`config.mk`:
```
export PLATFORM = sky130hd
export DESIGN_NAME = fp_multiplier
export DESIGN_NICKNAME = d
export VERILOG_FILES = /design/src/rtl/fp_multiplier.sv
export SDC_FILE = /design/constraint.sdc
export NUM_CORES = 2
export LEC_CHECK = 0
export ABC_AREA = 1
export BUFFER_PORTS_ARGS = -buffer_cell sky130_fd_sc_hd__buf_2
export CORE_MARGIN = 2
export CORE_UTILIZATION = 37
export CTS_BUF_LIST = sky130_fd_sc_hd__clkbuf_8
export CTS_CLUSTER_SIZE = 40
export DETAILED_ROUTE_END_ITERATION = 8
export PLACE_DENSITY = 0.53
export SLEW_MARGIN = 5
export SYNTH_ARGS = -nofsm -noshare
export SYNTH_HDL_FRONTEND = slang
export SYNTH_SLANG_ARGS = --single-unit
```
`constraint.sdc`:
```
create_clock -name clk -period 17.45 [get_ports clk]
set_input_delay 1.745 -clock clk [delete_from_list [all_inputs] [get_ports clk]]
set_output_delay 1.745 -clock clk [all_outputs]
set_load 0.02 [all_outputs]
```
`src/rtl/fp_multiplier.sv`:
```
// Two-stage pipelined IEEE-754 multiplier: stage 1 unpacks and multiplies, stage 2
// normalises, rounds to nearest-even and packs. Subnormals in and out are flushed to zero.
module fp_multiplier #(
  parameter int PRECISION = 32,
  parameter int EXPONENT  = 8,
  parameter int FRACTION  = 23
) (
  input  logic                 clk,
  input  logic                 reset,
  input  logic [PRECISION-1:0] a_operand,
  input  logic [PRECISION-1:0] b_operand,
  output logic [PRECISION-1:0] result
);

  localparam int EW = EXPONENT + 2;
  localparam int MW = 2 * (FRACTION + 1);
  localparam int SW = FRACTION + 2;

  localparam logic signed [EW-1:0] BIAS      = EW'((1 << (EXPONENT - 1)) - 1);
  localparam logic signed [EW-1:0] EXP_MAX   = EW'((1 << EXPONENT) - 1);
  localparam logic signed [EW-1:0] EXP_ZERO  = '0;
  localparam logic [PRECISION-1:0] QNAN      = {1'b0, {EXPONENT{1'b1}}, 1'b1, {(FRACTION-1){1'b0}}};

  // ---------------- stage 1: unpack, classify, exponent sum, mantissa product
  logic                 sa, sb;
  logic [EXPONENT-1:0]  ea, eb;
  logic [FRACTION-1:0]  fa, fb;
  logic                 a_nan, b_nan, a_inf, b_inf, a_zero, b_zero;

  logic                 sign_d, sign_q;
  logic signed [EW-1:0] exp_d, exp_q;
  logic [MW-1:0]        mant_d, mant_q;
  logic                 nan_d, nan_q;
  logic                 inf_d, inf_q;
  logic                 zero_d, zero_q;

  always_comb begin
    sa = a_operand[PRECISION-1];
    sb = b_operand[PRECISION-1];
    ea = a_operand[PRECISION-2 -: EXPONENT];
    eb = b_operand[PRECISION-2 -: EXPONENT];
    fa = a_operand[FRACTION-1:0];
    fb = b_operand[FRACTION-1:0];

    a_nan  = (&ea) & (|fa);
    b_nan  = (&eb) & (|fb);
    a_inf  = (&ea) & ~(|fa);
    b_inf  = (&eb) & ~(|fb);
    // A zero exponent field covers both true zeros and subnormals, which are flushed.
    a_zero = ~(|ea);
    b_zero = ~(|eb);

    nan_d  = a_nan | b_nan | (a_inf & b_zero) | (b_inf & a_zero);
    inf_d  = (a_inf | b_inf) & ~nan_d;
    zero_d = (a_zero | b_zero) & ~nan_d & ~inf_d;

    sign_d = sa ^ sb;
    exp_d  = $signed({2'b00, ea}) + $signed({2'b00, eb}) - BIAS;
    mant_d = MW'({1'b1, fa}) * MW'({1'b1, fb});
  end

  always_ff @(posedge clk) begin
    if (reset) begin
      sign_q <= 1'b0;
      exp_q  <= '0;
      mant_q <= '0;
      nan_q  <= 1'b0;
      inf_q  <= 1'b0;
      zero_q <= 1'b0;
    end else begin
      sign_q <= sign_d;
      exp_q  <= exp_d;
      mant_q <= mant_d;
      nan_q  <= nan_d;
      inf_q  <= inf_d;
      zero_q <= zero_d;
    end
  end

  // ---------------- stage 2: normalise, round, pack
  logic [MW-1:0]        norm;
  logic signed [EW-1:0] exp_norm, exp_rnd;
  logic [FRACTION:0]    sig;
  logic                 guard, sticky, round_up;
  logic [SW-1:0]        sig_r;
  logic [FRACTION-1:0]  frac_out;
  logic [PRECISION-1:0] result_d, result_q;

  always_comb begin
    // Product of two [1,2) significands lies in [1,4); align the leading one to the top bit.
    norm     = mant_q[MW-1] ? mant_q : (mant_q << 1);
    exp_norm = exp_q + EW'(mant_q[MW-1]);

    sig      = norm[MW-1 -: FRACTION+1];
    guard    = norm[FRACTION];
    sticky   = |norm[FRACTION-1:0];
    round_up = guard & (sticky | sig[0]);
    sig_r    = {1'b0, sig} + SW'(round_up);

    // A carry out of rounding leaves 10.000..0, so the fraction becomes zero.
    if (sig_r[SW-1]) begin
      frac_out = sig_r[FRACTION:1];
      exp_rnd  = exp_norm + EW'(1);
    end else begin
      frac_out = sig_r[FRACTION-1:0];
      exp_rnd  = exp_norm;
    end

    if (nan_q) begin
      result_d = QNAN;
    end else if (inf_q) begin
      result_d = {sign_q, {EXPONENT{1'b1}}, {FRACTION{1'b0}}};
    end else if (zero_q) begin
      result_d = {sign_q, {(PRECISION-1){1'b0}}};
    end else if (exp_rnd >= EXP_MAX) begin
      result_d = {sign_q, {EXPONENT{1'b1}}, {FRACTION{1'b0}}};
    end else if (exp_rnd <= EXP_ZERO) begin
      result_d = {sign_q, {(PRECISION-1){1'b0}}};
    end else begin
      result_d = {sign_q, exp_rnd[EXPONENT-1:0], frac_out};
    end
  end

  always_ff @(posedge clk) begin
    if (reset) begin
      result_q <= '0;
    end else begin
      result_q <= result_d;
    end
  end

  assign result = result_q;

endmodule

```
==> results.tsv <==
stage	metric	value	unit
outcome	status	finished, final reports clean	
timing	setup_ws	9.32	ns
timing	rsz0062_at_grt	false	
floorplan	rows	93	
timing	worstMarginPinSlew	0.771	ns
critical_path	cp_slowest_cell	buf_2	
synthesis	synth-seq-cells	94	
placed_design	preCtsSetupSlack	9.01	ns
critical_path	cpPeakStageDelay	0.57	ns
critical_path	startpoint	a_operand[13]	
floorplan	die_w	260	um
layout	syn_to_final_growth	5.24	%
synthesis	synth_async_sr_flop_share	0	
timing	drv_slew	0	
route	postRouteWirelength	67700	um
synthesis	synthAdderAreaFrac	0.498	
clock_network	cts_tree	done	
placed_design	dp_hpwl	53700	um
synthesis	synth_mux_area_frac	0.000413	
global_route	met2_usage	0.385	
synthesis	synth_xor_area_frac	0.00795	
route	vias	19500	
placed_design	io_buffers	97	
synthesis	syn-cell-area	24200	um2
floorplan	ios	98	
global_route	met1_usage	0.274	
synthesis	yosysSeqAreaShare	0.0777	
global_route	grt_pass1_vias	21000	
timing	skew	0.00839	ns
critical_path	crit_type	in2reg	
route	drcViolationCount	0	
global_route	antenna_found_initial	2	
clock_network	holdBufCountCts	0	
route	avgRoutedWirePerCell	16.5	um
synthesis	synth_warnings	0	
critical_path	required	17.70	ns
global_route	grt_pass1_wl	113000	um
synthesis	synth-compound-area-share	0.0596	
critical_path	path_delay_family	adder cells	
synthesis	synth_flop_cell	dfxtp_1	
clock_network	clk_pin_slew	0.08	ns
timing	relSlewSlack	0.486	
synthesis	netlist_instances	3257	
synthesis	synth_area_per_cell	7.44	um2
placed_design	place_congestion	0.881	
timing	post-route-min-period	8.13	ns
floorplan	initial_core_util	0.375	
layout	layout-drive-gt1-share	0.0458	
worst_hold_path	hp-class	reg2reg	
critical_path	arrival	8.39	ns
global_route	grt_busiest_layer	met2	
route	dr.pass1.iters	5	
clock_network	cts_root_buffer	clkbuf_8	
route	initialDrtViolationCount	1059	
worst_hold_path	hold_path_startpoint	sign_q$_SDFF_PP0_	
synthesis	synth_edf_count	0	
clock_network	post-cts-setup-buffer-count	0	
floorplan	die_h	260	um
global_route	grt_overflow_total	0	
global_route	grt_max_degree	44	
clock_network	cts.sinks	94	
synthesis	synth_top_family_by_area	adder cells	
synthesis	synth-simple-area-share	0.183	
job	cap_violations	0	
clock_network	cts_max_path_buffers	2	
timing	setup_viol	0	
clock_network	post_cts_resized	0	
layout	nets	3995	
timing	post-route-period-util	0.466	
clock_network	clock_latency	0.37	ns
synthesis	synth_cell_type_count	49	
critical_path	worstSetupEndpointType	register	
critical_path	worstSetupStartpointType	input port	
floorplan	die_area	67500	um2
critical_path	path_common_cell	inv_1	
route	routed_via_density	4.74	
global_route	grt_use_met3	0.0194	
timing	finalSetupTns	0	ns
route	ant_nets	0	
global_route	grtUsageTotal	0.213	
timing	finalHoldViolations	0	
critical_path	cp_num_buf_inv	9	
clock_network	htreeDepth	3	
timing	max_freq	123	MHz
synthesis	syn-num-nets	3998	
clock_network	cts_made_buffers	9	
critical_path	r2r_start	mant_q[47]$_SDFF_PP0_	
floorplan	core_area	64600	um2
critical_path	path_max_fanout	25	
[metrics by stage]
stage / hold WS, ns / cells / cell area (um2) / utilization
3_3_place_gp: 0.452 / 4098 / 25400 / 0.393
3_5_place_dp: 0.458 / 4098 / 25400 / 0.393
5_1_grt: 0.486 / 4112 / 25500 / 0.395
2_1_floorplan: 0.442 / 3257 / 24200 / -
4_1_cts: 0.470 / 4111 / 25500 / 0.395
6_report: 0.470 / 4112 / 25500 / 0.395
[Yosys cell counts (3+ instances only)]
cell        n  share of area
fa_1      483           0.40
xnor2_1    11         0.0040
o21ai_1     5         0.0010
nand4_1    16         0.0041
nor2_1    152          0.024
o211ai_1    3        0.00093
ha_1      192          0.099
nor2_2     17         0.0044
o21a_1     16         0.0050
o21ai_2     3         0.0011
nor4_1     21         0.0054
clkbuf_1  107          0.017
inv_2       3        0.00046
dfxtp_1    94          0.078
inv_1     986           0.15
a31oi_1    13         0.0034
a21oi_1   122          0.025
nand3b_1    3        0.00093
buf_2       3        0.00062
nand2_1   807           0.13
buf_6       4         0.0019
nor3_1     12         0.0025
o21bai_1    6         0.0019
nand3_1    50          0.010
xor2_1     11         0.0040
o21ai_0    85          0.018
a21o_1      6         0.0019
[path summary, 6_finish.rpt]
path / end / slack [ns] / depth (start not counted)
worst max-delay path: mant_q[42]$_SDFF_PP0_ / 9.32 / 27
worst min-delay path: result[31]$_SDFF_PP0_ / 0.47 / 1
worst max register to register: result[22]$_SDFF_PP0_ / 13.76 / 18
worst min register to register: result[31]$_SDFF_PP0_ / 0.47 / 1
[cell families after synthesis]
family                     after synthesis
buffers and inverters                 1107
and+or+nand+nor                       1094
adders and majority gates              675
AOI/OAI and AO/OA                      264
DFF                                     94
xor gates and xnor gates                22
muxes                                    1
[state kept, by name, summed over array words and instances, names as in the netlist]
name	cells
mant_q	48
result	32
exp_q	10
inf_q	1
nan_q	1
sign_q	1
zero_q	1
[cells in the final DEF (no fill, tap or decap), types with 16 or more instances in the layout]
| cell | synthesis | final |
|---|---|---|
| o21a_1 | 16 | 16 |
| nor4_1 | 21 | 21 |
| nand3_1 | 50 | 50 |
| nor2_2 | 17 | 17 |
| nand2_1 | 807 | 807 |
| nand4_1 | 16 | 16 |
| fa_1 | 483 | 483 |
| nor2_1 | 152 | 152 |
| dfxtp_1 | 94 | 94 |
| inv_1 | 986 | 988 |
| o21ai_0 | 85 | 85 |
| buf_2 | 3 | 97 |
| a21oi_1 | 122 | 122 |
| ha_1 | 192 | 192 |
[layer usage]
| layer | share of wire | vias to the layer above |
|---|---|---|
| li1 | - | 9320 |
| met1 | 0.43 | 9666 |
| met2 | 0.50 | 412 |
| met3 | 0.042 | 82 |
| met4 | 0.025 | 2 |
| met5 | 0.00019 | - |
[final cells by class]
type | instances | area [um2]
Sequential cell | 94 | 1880
Timing Repair Buffer | 104 | 538
Clock inverter | 4 | 20.0
Fill cell | 6914 | 39100
Inverter | 989 | 3710
Tap cell | 855 | 1070
Multi-Input combinational cell | 2056 | 18200
Antenna cell | 1 | 2.50
Clock buffer | 9 | 124
Power is not shown: default switching activity piles up to over one toggle a cycle in this logic, so the estimate is an artifact.
